==> src/rtl/wb_cdb_arbiter_pkg.sv <==
// Shared writeback constants: machine widths, CDB source count and the
// source index assignments used by the writeback arbiter and its users.
package wb_cdb_arbiter_pkg;

  localparam int unsigned ROB_DEPTH  = 32;
  localparam int unsigned WORD_WIDTH = 32;
  localparam int unsigned NUM_WB_SRC = 5;
  localparam int unsigned ROB_TAG_W  = $clog2(ROB_DEPTH);

  // Writeback source index of each execution unit on the CDB.
  typedef enum logic [2:0] {
    WB_SRC_ALU  = 3'd0,
    WB_SRC_MUL  = 3'd1,
    WB_SRC_DIV  = 3'd2,
    WB_SRC_LOAD = 3'd3,
    WB_SRC_BR   = 3'd4
  } wb_src_e;

endpackage

==> src/rtl/wb_cdb_arbiter_rr_pick.sv <==
// Combinational round-robin picker.
// Ports:
//   i_req     - request vector, one bit per source
//   i_ptr     - highest-priority index for this cycle (0..N-1)
//   o_grant_c - one-hot grant (all zero when no request)
//   o_idx_c   - encoded index of the granted source
//   o_any_c   - at least one request is set
module wb_cdb_arbiter_rr_pick #(
  parameter int unsigned N     = 5,
  parameter int unsigned IDX_W = 3
) (
  input  logic [N-1:0]     i_req,
  input  logic [IDX_W-1:0] i_ptr,
  output logic [N-1:0]     o_grant_c,
  output logic [IDX_W-1:0] o_idx_c,
  output logic             o_any_c
);

  localparam int unsigned SUM_W = IDX_W + 1;

  logic [2*N-1:0]   w_dbl;
  logic [N-1:0]     w_rot;
  logic [IDX_W-1:0] w_off;
  logic [SUM_W-1:0] w_sum;

  // Rotating the doubled vector right by ptr puts slot ptr at bit 0, so the
  // wrap from N-1 back to 0 becomes a plain lowest-bit search.
  assign w_dbl = {i_req, i_req};
  assign w_rot = N'(w_dbl >> i_ptr);

  // Lowest set bit of the rotated vector; descending loop leaves the lowest.
  always_comb begin : prio_enc
    o_any_c = 1'b0;
    w_off   = '0;
    for (int k = N - 1; k >= 0; k--) begin
      if (w_rot[k]) begin
        o_any_c = 1'b1;
        w_off   = IDX_W'(k);
      end
    end
  end

  // Undo the rotation: index = (ptr + offset) mod N.
  assign w_sum     = {1'b0, i_ptr} + {1'b0, w_off};
  assign o_idx_c   = (w_sum >= SUM_W'(N)) ? IDX_W'(w_sum - SUM_W'(N)) : IDX_W'(w_sum);
  assign o_grant_c = o_any_c ? (N'(1) << o_idx_c) : '0;

endmodule

==> src/rtl/wb_cdb_arbiter.sv <==
// Writeback arbiter: each source hands results into a private one-entry
// slot; a round-robin scheduler drains one slot per cycle onto a registered
// common data bus.
// Ports:
//   clk, rst_n - clock, asynchronous active-low reset
//   req_valid  - per-source result valid
//   req_tag    - per-source ROB tag, source i at [i*TAG_W +: TAG_W]
//   req_data   - per-source result, source i at [i*DATA_W +: DATA_W]
//   req_ready  - per-source slot can accept (combinational)
//   flush      - drop all slots and the CDB beat, block new requests
//   cdb_valid  - CDB carries a result (registered)
//   cdb_tag    - ROB tag of the result (registered)
//   cdb_data   - result value (registered)
//   cdb_src    - index of the winning source (registered)
module wb_cdb_arbiter
  import wb_cdb_arbiter_pkg::*;
#(
  parameter int unsigned NUM_SRC = NUM_WB_SRC,
  parameter int unsigned TAG_W   = ROB_TAG_W,
  parameter int unsigned DATA_W  = WORD_WIDTH
) (
  input  logic                        clk,
  input  logic                        rst_n,
  input  logic [NUM_SRC-1:0]          req_valid,
  input  logic [NUM_SRC*TAG_W-1:0]    req_tag,
  input  logic [NUM_SRC*DATA_W-1:0]   req_data,
  output logic [NUM_SRC-1:0]          req_ready,
  input  logic                        flush,
  output logic                        cdb_valid,
  output logic [TAG_W-1:0]            cdb_tag,
  output logic [DATA_W-1:0]           cdb_data,
  output logic [$clog2(NUM_SRC)-1:0]  cdb_src
);

  localparam int unsigned SRC_W = $clog2(NUM_SRC);

  logic [NUM_SRC-1:0] r_full;
  logic [TAG_W-1:0]   r_tag  [NUM_SRC];
  logic [DATA_W-1:0]  r_data [NUM_SRC];
  logic [SRC_W-1:0]   r_ptr;

  logic               r_cdb_valid;
  logic [TAG_W-1:0]   r_cdb_tag;
  logic [DATA_W-1:0]  r_cdb_data;
  logic [SRC_W-1:0]   r_cdb_src;

  logic [NUM_SRC-1:0] w_pick_grant;
  logic [NUM_SRC-1:0] w_grant;
  logic [NUM_SRC-1:0] w_load;
  logic [SRC_W-1:0]   w_gidx;
  logic               w_pick_any;
  logic               w_gvalid;
  logic [SRC_W-1:0]   w_ptr_nxt;
  logic [TAG_W-1:0]   w_sel_tag;
  logic [DATA_W-1:0]  w_sel_data;

  // Round-robin choice among full slots.
  wb_cdb_arbiter_rr_pick #(
    .N     (NUM_SRC),
    .IDX_W (SRC_W)
  ) u_rr_pick (
    .i_req     (r_full),
    .i_ptr     (r_ptr),
    .o_grant_c (w_pick_grant),
    .o_idx_c   (w_gidx),
    .o_any_c   (w_pick_any)
  );

  // Flush suppresses the grant so nothing drains and rr_ptr holds.
  assign w_gvalid = w_pick_any & ~flush;
  assign w_grant  = flush ? '0 : w_pick_grant;

  // A slot being drained this cycle can be refilled at the same edge.
  assign req_ready = {NUM_SRC{~flush}} & (~r_full | w_grant);
  assign w_load    = req_valid & req_ready;

  assign w_ptr_nxt = (w_gidx == SRC_W'(NUM_SRC - 1)) ? '0 : w_gidx + SRC_W'(1);

  // Payload of the granted slot (grant is one-hot, so OR-merge is exact).
  always_comb begin : sel_mux
    w_sel_tag  = '0;
    w_sel_data = '0;
    for (int i = 0; i < NUM_SRC; i++) begin
      if (w_grant[i]) begin
        w_sel_tag  = w_sel_tag  | r_tag[i];
        w_sel_data = w_sel_data | r_data[i];
      end
    end
  end

  // Holding slots: load on handshake, otherwise clear when drained.
  always_ff @(posedge clk or negedge rst_n) begin : slot_regs
    if (!rst_n) begin
      r_full <= '0;
      for (int i = 0; i < NUM_SRC; i++) begin
        r_tag[i]  <= '0;
        r_data[i] <= '0;
      end
    end else if (flush) begin
      r_full <= '0;
    end else begin
      for (int i = 0; i < NUM_SRC; i++) begin
        if (w_load[i]) begin
          r_full[i] <= 1'b1;
          r_tag[i]  <= req_tag[i*TAG_W +: TAG_W];
          r_data[i] <= req_data[i*DATA_W +: DATA_W];
        end else if (w_grant[i]) begin
          r_full[i] <= 1'b0;
        end
      end
    end
  end

  // CDB register and round-robin pointer; data fields hold on idle edges.
  always_ff @(posedge clk or negedge rst_n) begin : cdb_regs
    if (!rst_n) begin
      r_cdb_valid <= 1'b0;
      r_cdb_tag   <= '0;
      r_cdb_data  <= '0;
      r_cdb_src   <= '0;
      r_ptr       <= '0;
    end else if (w_gvalid) begin
      r_cdb_valid <= 1'b1;
      r_cdb_tag   <= w_sel_tag;
      r_cdb_data  <= w_sel_data;
      r_cdb_src   <= w_gidx;
      r_ptr       <= w_ptr_nxt;
    end else begin
      r_cdb_valid <= 1'b0;
    end
  end

  assign cdb_valid = r_cdb_valid;
  assign cdb_tag   = r_cdb_tag;
  assign cdb_data  = r_cdb_data;
  assign cdb_src   = r_cdb_src;

endmodule

==> config.mk <==
export PLATFORM = sky130hd
export DESIGN_NAME = wb_cdb_arbiter
export DESIGN_NICKNAME = d
export VERILOG_FILES = /design/src/rtl/wb_cdb_arbiter_pkg.sv /design/src/rtl/wb_cdb_arbiter_rr_pick.sv /design/src/rtl/wb_cdb_arbiter.sv
export SDC_FILE = /design/constraint.sdc
export NUM_CORES = 1
export LEC_CHECK = 0
export BUFFER_PORTS_ARGS = -buffer_cell sky130_fd_sc_hd__buf_2
export CORE_ASPECT_RATIO = 1.4
export CORE_MARGIN = 1
export CORE_UTILIZATION = 30
export DETAILED_ROUTE_END_ITERATION = 10
export MAX_ROUTING_LAYER = met4
export PLACE_DENSITY_LB_ADDON = 0.08
export SLEW_MARGIN = 20
export SYNTH_ARGS = -nofsm -noshare
export SYNTH_HDL_FRONTEND = slang
export SYNTH_SLANG_ARGS = --single-unit
==> constraint.sdc <==
create_clock -name clk -period 4.7 [get_ports clk]
set_input_delay 0.705 -clock clk [delete_from_list [all_inputs] [get_ports clk]]
set_output_delay 0.705 -clock clk [all_outputs]
set_load 0.02 [all_outputs]
==> results.py <==
metrics = {
    "synth": {
        "synth_area_leaders": "dfrtp_1, mux2_2, mux2_4, a222oi_1, a31oi_1",
        "yosysTopAreaCellShare_pct": 55.67,
        "avgSynthCellArea_um2": 13.38,
        "yosysWarnings": 0,
        "synth_seq_cells": 234,
        "synthesis.nets": 990,
        "yosys.cell_types.count": 50,
        "synthCells": 786,
        "syn_area_mm2": 0.01052,
        "yosysSeqAreaShare_pct": 55.67,
        "synth_edf_count": 0,
        "yosysMostFrequentCell": "dfrtp_1",
        "synth_area_leader_cell": "dfrtp_1",
        "async_reset_ff_share_pct": 100.0,
        "ys.flop_type": "dfrtp_1",
        "synth_common_cells": "dfrtp_1, mux2_2, nor2_1",
    },
    "clock_tree": {
        "cts_inserted_buffers": 27,
        "hold_buffers": 0,
        "cts_root_buf": "clkbuf_16",
        "clkTransAtPathRegs_ns": 0.06,
        "cts_tree": "yes",
        "clk-insertion-delay-late_ns": 0.55,
        "cts.sinks": 234,
        "ctsHtreeMaxLevel": 1,
        "cts.path.max_buffers": 3,
    },
    "setup_path": {
        "crit_arrival_ns": 4.45,
        "critical_path_required_ns": 3.99,
        "path_cells": "buf_12, mux2i_4, mux2i_1, mux2i_1, o211ai_1, a21oi_1, a21o_1, ha_4, fa_1, inv_2, ha_4, nand2b_4, a21oi_4, nor2_2, a21oi_2, inv_2, ha_4, ha_4, inv_4, o21ai_4, nor2b_4, buf_6",
        "path_class": "reg -> out",
        "cp_max_fo": 6,
        "critPathLaunchType": "flop",
        "path_common_cell": "ha_4",
        "end_kind": "output port",
        "cpPeakStageDelay_ns": 0.56,
        "critical-path-top-delay-family": "adder cells",
        "critPathSlowestCell": "fa_1",
        "path_buf_inv": 5,
    },
    "timing": {
        "drv_slew": 0,
        "tns_ns": -31.57,
        "setup_viol": 151,
        "tightest_slew_ns": 0.9786,
        "max_freq_ghz": 0.1940,
        "skew_ns": 0.01475,
        "setup_slack_ns": -0.4550,
        "fin_crit_ns": 5.155,
        "rsz0062_at_grt": "yes",
        "post-route-period-util_pct": 109.7,
        "finalHoldViolCount": 0,
        "slew_headroom_pct": 34.76,
    },
    "floorplanning": {
        "ios": 239,
        "die_h_um": 223.5,
        "die_area_mm2": 0.03582,
        "num_rows": 80,
        "core_mm2": 0.03433,
        "die_x_um": 160.2,
        "start_util_pct": 30.63,
    },
    "placed_design": {
        "preCtsSetupSlack_ns": -0.2886,
        "port_buffers": 238,
        "place.gp.congestion": 0.7357,
        "dp_hpwl_um": 22230,
        "place_area_mm2": 0.01258,
    },
    "drt": {
        "viasPerCell": 4.916,
        "wl_um": 35950,
        "ant_nets": 0,
        "drc": 0,
        "wl_per_cell_um": 22.78,
        "dr.pass1.iters": 5,
        "drt_iter0_markers": 434,
        "via_count": 7758,
    },
    "global_routing": {
        "grt_pass1_vias": 8487,
        "antenna_found_initial": 8,
        "grt_max_degree": 118,
        "grt_pass1_wl_um": 53710,
        "grt_usage_pct": 20.83,
        "grt.overflow.total": 0,
    },
    "outcome": {
        "violations": "negative setup slack",
        "outcome": "finished with violations",
    },
    "finish": {
        "fillers": 3254,
        "drive_gt1_share_pct": 57.02,
        "syn_to_final_growth_pct": 40.30,
        "final_cell_area_mm2": 0.01476,
        "nets": 1303,
    },
    "job": {
        "maxCapViolCount": 0,
    },
    "hold_path": {
        "hp-class": "in -> async",
    },
}
stage by stage:
stage | util, % | cells | hold slack [ns]
after floorplan | - | 786 | 0.4094
after global routing | 42.98 | 1578 | 0.3155
after detailed placement | 36.64 | 1474 | 0.4684
final | 42.98 | 1578 | 0.2278
after CTS | 42.22 | 1561 | 0.3215
after global placement | 36.64 | 1474 | 0.4667
final cells by class:
cell class	instances	area (µm²)	share of cell area, %
Timing Repair Buffer	341	2587	17.53
Antenna cell	8	20.02	0.1357
Sequential cell	234	5857	39.69
Inverter	12	47.55	0.3222
Clock buffer	36	779.5	5.282
Tap cell	451	564.3	3.824
Multi-Input combinational cell	483	4718	31.97
Clock inverter	13	182.7	1.238
routing by layer:
| metal | track usage [%] | part of all wire (%) | vias to the layer above |
|---|---|---|---|
| met5 | - | 0 | - |
| met4 | 4.178 | 1.3 | 0 |
| met3 | 4.110 | 4.9 | 31 |
| met2 | 36.14 | 52 | 177 |
| met1 | 25.03 | 42 | 4015 |
| li1 | - | - | 3535 |
flip-flops by register name, indices dropped and copies added (netlist names):
| name | flops |
|---|---|
| r_data | 160 |
| cdb_data | 32 |
| r_tag | 25 |
| cdb_tag | 5 |
| r_full | 5 |
| cdb_src | 3 |
| r_ptr | 3 |
| cdb_valid | 1 |
worst reg2reg max path: stages, from the launching register on:
cell	delay, ns
dfrtp_2	0.41
buf_12	0.15
mux2i_4	0.19
mux2i_1	0.20
mux2i_1	0.10
o211ai_1	0.18
a21oi_1	0.11
a21o_1	0.20
ha_4	0.17
fa_1	0.56
inv_2	0.08
ha_4	0.15
nand2b_4	0.14
a21oi_4	0.22
a21oi_2	0.11
inv_2	0.11
ha_4	0.15
inv_2	0.04
a311o_1	0.33
buf_4	0.16
buf_4	0.13
a211oi_4	0.23
buf_12	0.14
buf_6	0.09
buf_8	0.12
buf_12	0.16
mux2_4	0.32
worst paths after layout:
path	from	to	slack [ns]	depth (start not counted)
min in group clk	req_data[7]	r_data[135]	0.38	2
hold / removal	rst_n	r_data[21]	0.23	1
max in group asynchronous	rst_n	r_data[12]	3.43	2
setup / recovery	r_ptr[0]	req_ready[3]	-0.45	22
setup reg to reg	r_ptr[0]	r_tag[12]	-0.37	26
hold reg to reg	r_data[26]	r_data[26]	0.48	1
what timing repair did:
action | in CTS | in global routing
endpoints found under the hold margin | 0 | 0
endpoints found under the setup margin | 204 | 225
pin swaps | 15 | 17
resized for setup | 106 | 25
setup buffers | 28 | 8
cloned | 10 | 2
cell usage in the layout, fill, tap and decap left out, types with 9 or more instances in the layout:
cell type and instances:
mux2_4 73, buf_16 10, clkbuf_16 29, a31oi_1 52, mux2_2 126, mux2_1 10, nor2_1 61, nand2_1 40
buf_4 60, buf_2 232, a21oi_1 9, buf_12 25, dfrtp_1 233, a222oi_1 36
cells by family after synthesis:
kind of cell	share of synthesized area [%]
adders and majority gates	1.380
AOI/OAI and AO/OA	9.422
buffers and inverters	3.628
and+or+nand+nor	5.080
DFF	55.67
muxes	24.65
xor gates and xnor gates	0.1666
Power is left out: the tool's default activity adds up to more than one toggle a clock period on the data nets, which glitch-free logic cannot reach.
